--- src/rtl/debounced_updown_counter.sv ---
// ---------------------------------------------------------------------------
// debounced_updown_counter
//   Up/down event counter driven by raw switch/button inputs. Each raw input
//   is synchronised (2 flops), debounced (DB_CYCLES stable clocks), and
//   rising-edge detected. Each detected edge adds or subtracts one. At the
//   limits the count either wraps or saturates at MAX_VAL. A synchronous
//   parallel load is also supported.
//
// Parameters
//   WIDTH      count width in bits
//   MAX_VAL    terminal count, 1 .. 2**WIDTH-1
//   DB_CYCLES  consecutive stable clocks needed to accept a change, >= 1
//   SATURATE   0 = wrap at the limits, 1 = hold at the limits
//
// Ports
//   clk         system clock, rising edge
//   rst         synchronous active-high reset
//   inc, dec    asynchronous raw increment / decrement levels
//   en          step enable (synchronous)
//   load        parallel load strobe (synchronous)
//   load_val    value to load, clamped to MAX_VAL
//   count       current count (registered)
//   at_max      count == MAX_VAL (decoded from the count register)
//   at_min      count == 0       (decoded from the count register)
//   wrap_pulse  registered one-cycle pulse on each wrap event
// ---------------------------------------------------------------------------
module debounced_updown_counter #(
   parameter int unsigned WIDTH     = 8,
   parameter int unsigned MAX_VAL   = (1 << WIDTH) - 1,
   parameter int unsigned DB_CYCLES = 4,
   parameter bit          SATURATE  = 1'b0
) (
   input  logic             clk,
   input  logic             rst,
   input  logic             inc,
   input  logic             dec,
   input  logic             en,
   input  logic             load,
   input  logic [WIDTH-1:0] load_val,
   output logic [WIDTH-1:0] count,
   output logic             at_max,
   output logic             at_min,
   output logic             wrap_pulse
);

   localparam int unsigned     LP_DBW     = (DB_CYCLES > 1) ? $clog2(DB_CYCLES) : 1;
   localparam logic [LP_DBW-1:0] LP_DB_LAST = LP_DBW'(DB_CYCLES - 1);
   localparam logic [WIDTH-1:0]  LP_MAX     = WIDTH'(MAX_VAL);
   localparam int unsigned     LP_NIN     = 2;   // index 0 = inc, 1 = dec

   // Parameter sanity checks at elaboration
   if (DB_CYCLES < 1) begin : g_bad_db
      $error("DB_CYCLES must be at least 1");
   end
   if (MAX_VAL < 1) begin : g_bad_max_lo
      $error("MAX_VAL must be at least 1");
   end
   if (WIDTH < 32 && MAX_VAL > ((1 << WIDTH) - 1)) begin : g_bad_max_hi
      $error("MAX_VAL does not fit in WIDTH bits");
   end

   // -----------------------------------------------------------------------
   // Registers and combinational nets
   // -----------------------------------------------------------------------
   logic [LP_NIN-1:0] r_sync1;
   logic [LP_NIN-1:0] r_sync2;
   logic [LP_NIN-1:0] r_filt;
   logic [LP_NIN-1:0] r_filt_d;
   logic [LP_DBW-1:0] r_db_cnt [LP_NIN];

   logic [WIDTH-1:0]  r_count;
   logic              r_wrap;

   logic              w_step_up;
   logic              w_step_dn;
   logic [WIDTH-1:0]  w_load_clamped;
   logic [WIDTH-1:0]  w_count_nxt;
   logic              w_wrap_nxt;

   // -----------------------------------------------------------------------
   // Two-flop synchronisers for the raw asynchronous inputs
   // -----------------------------------------------------------------------
   always_ff @(posedge clk) begin
      if (rst) begin
         r_sync1 <= '0;
         r_sync2 <= '0;
      end else begin
         r_sync1 <= {dec, inc};
         r_sync2 <= r_sync1;
      end
   end

   // -----------------------------------------------------------------------
   // Debouncers: filt flips on the DB_CYCLES-th consecutive mismatching edge;
   // any matching edge restarts the count.
   // -----------------------------------------------------------------------
   always_ff @(posedge clk) begin
      if (rst) begin
         r_filt <= '0;
         for (int i = 0; i < int'(LP_NIN); i++) begin
            r_db_cnt[i] <= '0;
         end
      end else begin
         for (int i = 0; i < int'(LP_NIN); i++) begin
            if (r_sync2[i] != r_filt[i]) begin
               if (r_db_cnt[i] == LP_DB_LAST) begin
                  r_filt[i]   <= ~r_filt[i];
                  r_db_cnt[i] <= '0;
               end else begin
                  r_db_cnt[i] <= r_db_cnt[i] + LP_DBW'(1);
               end
            end else begin
               r_db_cnt[i] <= '0;
            end
         end
      end
   end

   // Delayed filtered level for edge detection; tracks even while en=0 so
   // a press held across re-enable is not replayed as a fresh step.
   always_ff @(posedge clk) begin
      if (rst) begin
         r_filt_d <= '0;
      end else begin
         r_filt_d <= r_filt;
      end
   end

   assign w_step_up = r_filt[0] & ~r_filt_d[0];
   assign w_step_dn = r_filt[1] & ~r_filt_d[1];

   assign w_load_clamped = (load_val > LP_MAX) ? LP_MAX : load_val;

   // -----------------------------------------------------------------------
   // Next count and wrap flag: load beats steps; opposing steps cancel.
   // -----------------------------------------------------------------------
   always_comb begin
      w_count_nxt = r_count;
      w_wrap_nxt  = 1'b0;
      if (load) begin
         w_count_nxt = w_load_clamped;
      end else if (en && (w_step_up != w_step_dn)) begin
         if (w_step_up) begin
            if (r_count >= LP_MAX) begin
               if (!SATURATE) begin
                  w_count_nxt = '0;
                  w_wrap_nxt  = 1'b1;
               end
            end else begin
               w_count_nxt = r_count + WIDTH'(1);
            end
         end else begin
            if (r_count == '0) begin
               if (!SATURATE) begin
                  w_count_nxt = LP_MAX;
                  w_wrap_nxt  = 1'b1;
               end
            end else begin
               w_count_nxt = r_count - WIDTH'(1);
            end
         end
      end
   end

   // Count and wrap pulse registers
   always_ff @(posedge clk) begin
      if (rst) begin
         r_count <= '0;
         r_wrap  <= 1'b0;
      end else begin
         r_count <= w_count_nxt;
         r_wrap  <= w_wrap_nxt;
      end
   end

   // -----------------------------------------------------------------------
   // Outputs
   // -----------------------------------------------------------------------
   assign count      = r_count;
   assign wrap_pulse = r_wrap;
   assign at_max     = (r_count == LP_MAX);
   assign at_min     = (r_count == '0);

endmodule

--- config.mk ---
export PLATFORM = sky130hd
export DESIGN_NAME = debounced_updown_counter
export DESIGN_NICKNAME = d
export VERILOG_FILES = /design/src/rtl/debounced_updown_counter.sv
export SDC_FILE = /design/constraint.sdc
export NUM_CORES = 1
export LEC_CHECK = 0
export ABC_AREA = 0
export CELL_PAD_IN_SITES_DETAIL_PLACEMENT = 1
export CELL_PAD_IN_SITES_GLOBAL_PLACEMENT = 1
export CORE_MARGIN = 2
export CORE_UTILIZATION = 30
export DETAILED_ROUTE_END_ITERATION = 7
export PLACE_DENSITY = 0.65
export SKIP_CTS_REPAIR_TIMING = 1
export SYNTH_ARGS = -nofsm -noshare
export SYNTH_HDL_FRONTEND = slang
export SYNTH_SLANG_ARGS = --single-unit
--- constraint.sdc ---
create_clock -name clk -period 1.7 [get_ports clk]
set_clock_uncertainty 0.2 [all_clocks]
set_input_delay 0.255 -clock clk [delete_from_list [all_inputs] [get_ports clk]]
set_output_delay 0.255 -clock clk [all_outputs]
set_load 0.02 [all_outputs]
==> flow_results.org <==
** Min path
- In this run the most critical hold path is launched from r_sync1[1]$_SDFF_PP0_.
- Along the worst hold path, the cell count comes to 1.
- The tightest min-delay check is of the reg -> reg type.
- Endpoint with the worst hold slack :: r_sync2[1]$_SDFF_PP0_

** Die
- Vert. Die Dim :: 68.9 um
- Num ports :: 25
- The floorplan step defined a die boundary enclosing 0.00475 sq mm.
- The floorplan step defined a core boundary enclosing 0.00403 sq mm.
- Initial cell density of the core :: 31.4%
- Die span in x :: 68.9 um
- The initialized floorplan defines 23 standard-cell rows.

** Placement
- In this run the tool buffered the top-level ports with 24 buffer cells.
- Detailed placement HPWL :: 3000 um
- Setup slack after placement :: -0.498 ns
- RePlAce Congestion :: 0.805

** Clock tree
- The cell sitting at the root of the clock tree is a clkbuf_8.
- In this run the number of H-tree levels came out at 1.
- CTS saw 21 sinks.
- Num CTS Buffers :: 3
- Clock latency on the worst-skew pair, taken at its later pin, is 0.26 ns.
- Post-CTS clock slew at the launch and capture registers of the worst setup and hold paths :: 0.07 ns
- Clock tree from TritonCTS :: built
- The clock passes through at most 2 buffers.

** Synthesis
- Among all flip-flop cells after synthesis, the most frequent one is dfxtp_1.
- The synthesized design contains 4 enable-type register cells.
- After synthesis, the netlist uses 42 different library cells.
- Post-Syn Area :: 0.00126 sq mm
- Of all flip-flops after synthesis, the portion carrying an async set or reset was 0%.
- During synthesis, Yosys emitted a total of 0 warnings.
- Post-Synthesis Mean Instance Area :: 8.54 sq um
- Post-Synthesis Cells :: 148
- Seq cells post-synth :: 21
- The share of the Yosys chip area taken by registers is 36.4%.

** Critical path
- STA classifies the critical path startpoint as a flip-flop.
- Timing startpoint of the critical path :: count[2]$_SDFFE_PP0P_
- For the worst flop-to-flop path, the logic depth is 6.
- CP Data Required Time :: 1.24 ns
- Largest fanout on the critical path :: 2
- Crit Path Category :: reg -> out
- The worst setup path is captured at an output port.
- The worst register-to-register path begins at count[2]$_SDFFE_PP0P_.
- Arrival time at the worst endpoint :: 1.58 ns
- Across all register-to-register paths, the minimum setup slack is -0.32 ns.
- In this run the critical register-to-register path is captured at count[2]$_SDFFE_PP0P_.

** Detailed routing
- Detailed routing inserted a total of 1310 vias.
- In the final routed layout, each cell accounts on average for 15.2 um.
- Before antenna repair, the detailed router went through 4 iterations.
- After detailed routing, the number of vias per cell comes to 5.12.
- Number of DRC markers in iteration 0 :: 43
- Remaining antenna violation count :: 0
- For this block, the routed nets add up to 3900 um of wire.
- Number of remaining DRC errors :: 0

** Global routing
- Maximum number of pins on one net before global-route repair :: 16
- The number of global-route vias before repair was 1428.
- GRT Residual Overflow :: 0
- Antenna violations before repair :: 0
- The first global-routing pass estimated 6340 um of wire.
- For this run, the total global-route usage over all layers was measured as 18.1%.

** Power
- Maximum ir drop on the vdd rail :: 0.000426 V
- Per report_power, the clock group accounts for 25.3% of the total.
- Internal power comes to 0.919 mW.
- Sequential fraction of design power :: 42.4%
- Leakage power figure :: 0.871 nW
- Power comes to 1.31 mW.
- Switching portion of total power :: 29.6%
- Switching power of the nets :: 0.387 mW
- Areal power density over the cells :: 683 mW/mm^2
- In this run, the combinational gates consume 32.3% of the power.

** Timing
- The number of hold violations in the final report is 0.
- Setup tns final :: -2.58 ns
- The final number of max-transition violations is 0.
- The routed design could run at a clock period as short as 2.03 ns.
- Setup violations remaining at the end of the flow were counted as 11.
- Tcrit/Tclk final :: 119%
- Once routing completed, OpenROAD measured the worst setup slack at -0.331 ns.
- RSZ-0062 raised after global routing :: yes
- Based on the critical path, the design can be clocked at up to 492 MHz.

** Flow run
- The tool flagged a number of max-cap violations equal to 0.

** Final layout
- Fraction of final layout cells sized beyond drive strength 1 :: 28.6%
- Final nets :: 226
- The repair_antennas step left the layout with diodes totalling 0.
- Signed area change from the synthesized netlist to the final layout :: 51.3%

** Run status
- Violated checks :: negative setup slack
- The run finished, with violations left.
[final cells by class]
| cell class | count | area, sq um |
|---|---|---|
| Fill cell | 493 | 2120 |
| Multi-Input combinational cell | 116 | 805 |
| Timing Repair Buffer | 58 | 509 |
| Sequential cell | 21 | 464 |
| Tap cell | 50 | 62.6 |
| Clock buffer | 4 | 45.0 |
| Inverter | 7 | 26.3 |
[cell usage after synthesis, types with 3 or more instances]
cell type,count,share of area (%)
clkbuf_1,4,1.2
o21a_1,4,2.4
nor2b_1,8,4.0
a31oi_1,4,2.0
nand3_1,6,2.4
dfxtp_1,17,27
ha_1,5,5.0
nand2_1,14,4.2
a21o_1,3,1.8
xnor2_1,5,3.5
nor3_1,5,2.0
a21oi_1,9,3.6
o221ai_1,3,2.1
o21ai_0,6,2.4
edfxtp_1,4,9.5
nor2_1,13,3.9
inv_1,7,2.1
[kinds of logic (layout without fill, tap and decap cells)]
kind of cell | count (synthesis) | after routing | synth area share (%)
compound gates | 43 | 43 | 24.4
buf+inv | 14 | 69 | 4.85
flops | 21 | 21 | 36.4
other cells | 1 | 4 | 0.297
xor+xnor | 5 | 5 | 3.47
simple gates | 57 | 57 | 24.1
fa+ha+maj | 5 | 5 | 4.95
mux | 2 | 2 | 1.58
[cell usage in the layout (no fill, tap or decap), drive strengths merged, types with 3 or more instances in the layout]
cell	instances
clkdlybuf4s50	15
ha	5
nand2	14
a21oi	9
inv	7
o21ai	7
dlymetal6s2s	7
dfxtp	17
a31oi	4
xnor2	5
clkbuf	5
a21o	5
nand3	6
o221ai	3
conb	4
nor3	5
nor2	13
buf	35
nor2b	8
edfxtp	4
o21a	4
[critical path, cell delays in order (launching register included)]
cell     delay [ns]
dfxtp_2        0.32
or4_4          0.56
nor4b_4        0.25
buf_4          0.18
[registers in the layout, indices dropped and copies added (netlist names)]
signal      cells
r_filt          2
r_db_cnt        4
count           8
wrap_pulse      1
r_filt_d        2
r_sync1         2
r_sync2         2
[layer usage]
layer,track usage (%),up-vias,wire [um]
li1,-,649,-
met1,19.8,632,1630
met2,34.5,21,2080
met3,3.57,8,128
met4,6.13,0,68
met5,0,-,0
[per-stage QoR]
stage / cell area, sq um / hold WS [ns] / cells / util, %
2_1_floorplan: 1280 / 0.127 / 151 / -
3_3_place_gp: 1780 / 0.226 / 249 / 44.2
3_5_place_dp: 1780 / 0.236 / 249 / 44.2
5_1_grt: 1910 / 0.267 / 256 / 47.5
6_report: 1910 / 0.248 / 256 / 47.5
4_1_cts: 1830 / 0.254 / 253 / 45.3
[how the worst max path moves through the flow]
stage / endpoint / cells past startpoint / slack, ns
detailed placement: at_min / 3 / -0.50
global placement: at_min / 3 / -0.48
global route: count[6]$_SDFFE_PP0P_ / 6 / -0.40
floorplan: count[6]$_SDFFE_PP0P_ / 6 / -0.43
CTS: at_min / 3 / -0.79
finish: at_min / 3 / -0.33
[power by group through the flow]
| stage | sequential, mW | combinational [mW] | clock [mW] |
|---|---|---|---|
| 2_1_floorplan | 0.590 | 0.186 | 0 |
| 3_3_place_gp | 0.563 | 0.380 | 0 |
| 3_5_place_dp | 0.565 | 0.391 | 0 |
| 4_1_cts | 0.553 | 0.393 | 0.338 |
| 5_1_grt | 0.558 | 0.463 | 0.364 |
| 6_report | 0.554 | 0.421 | 0.331 |
Power figures use the tool's default switching activity.
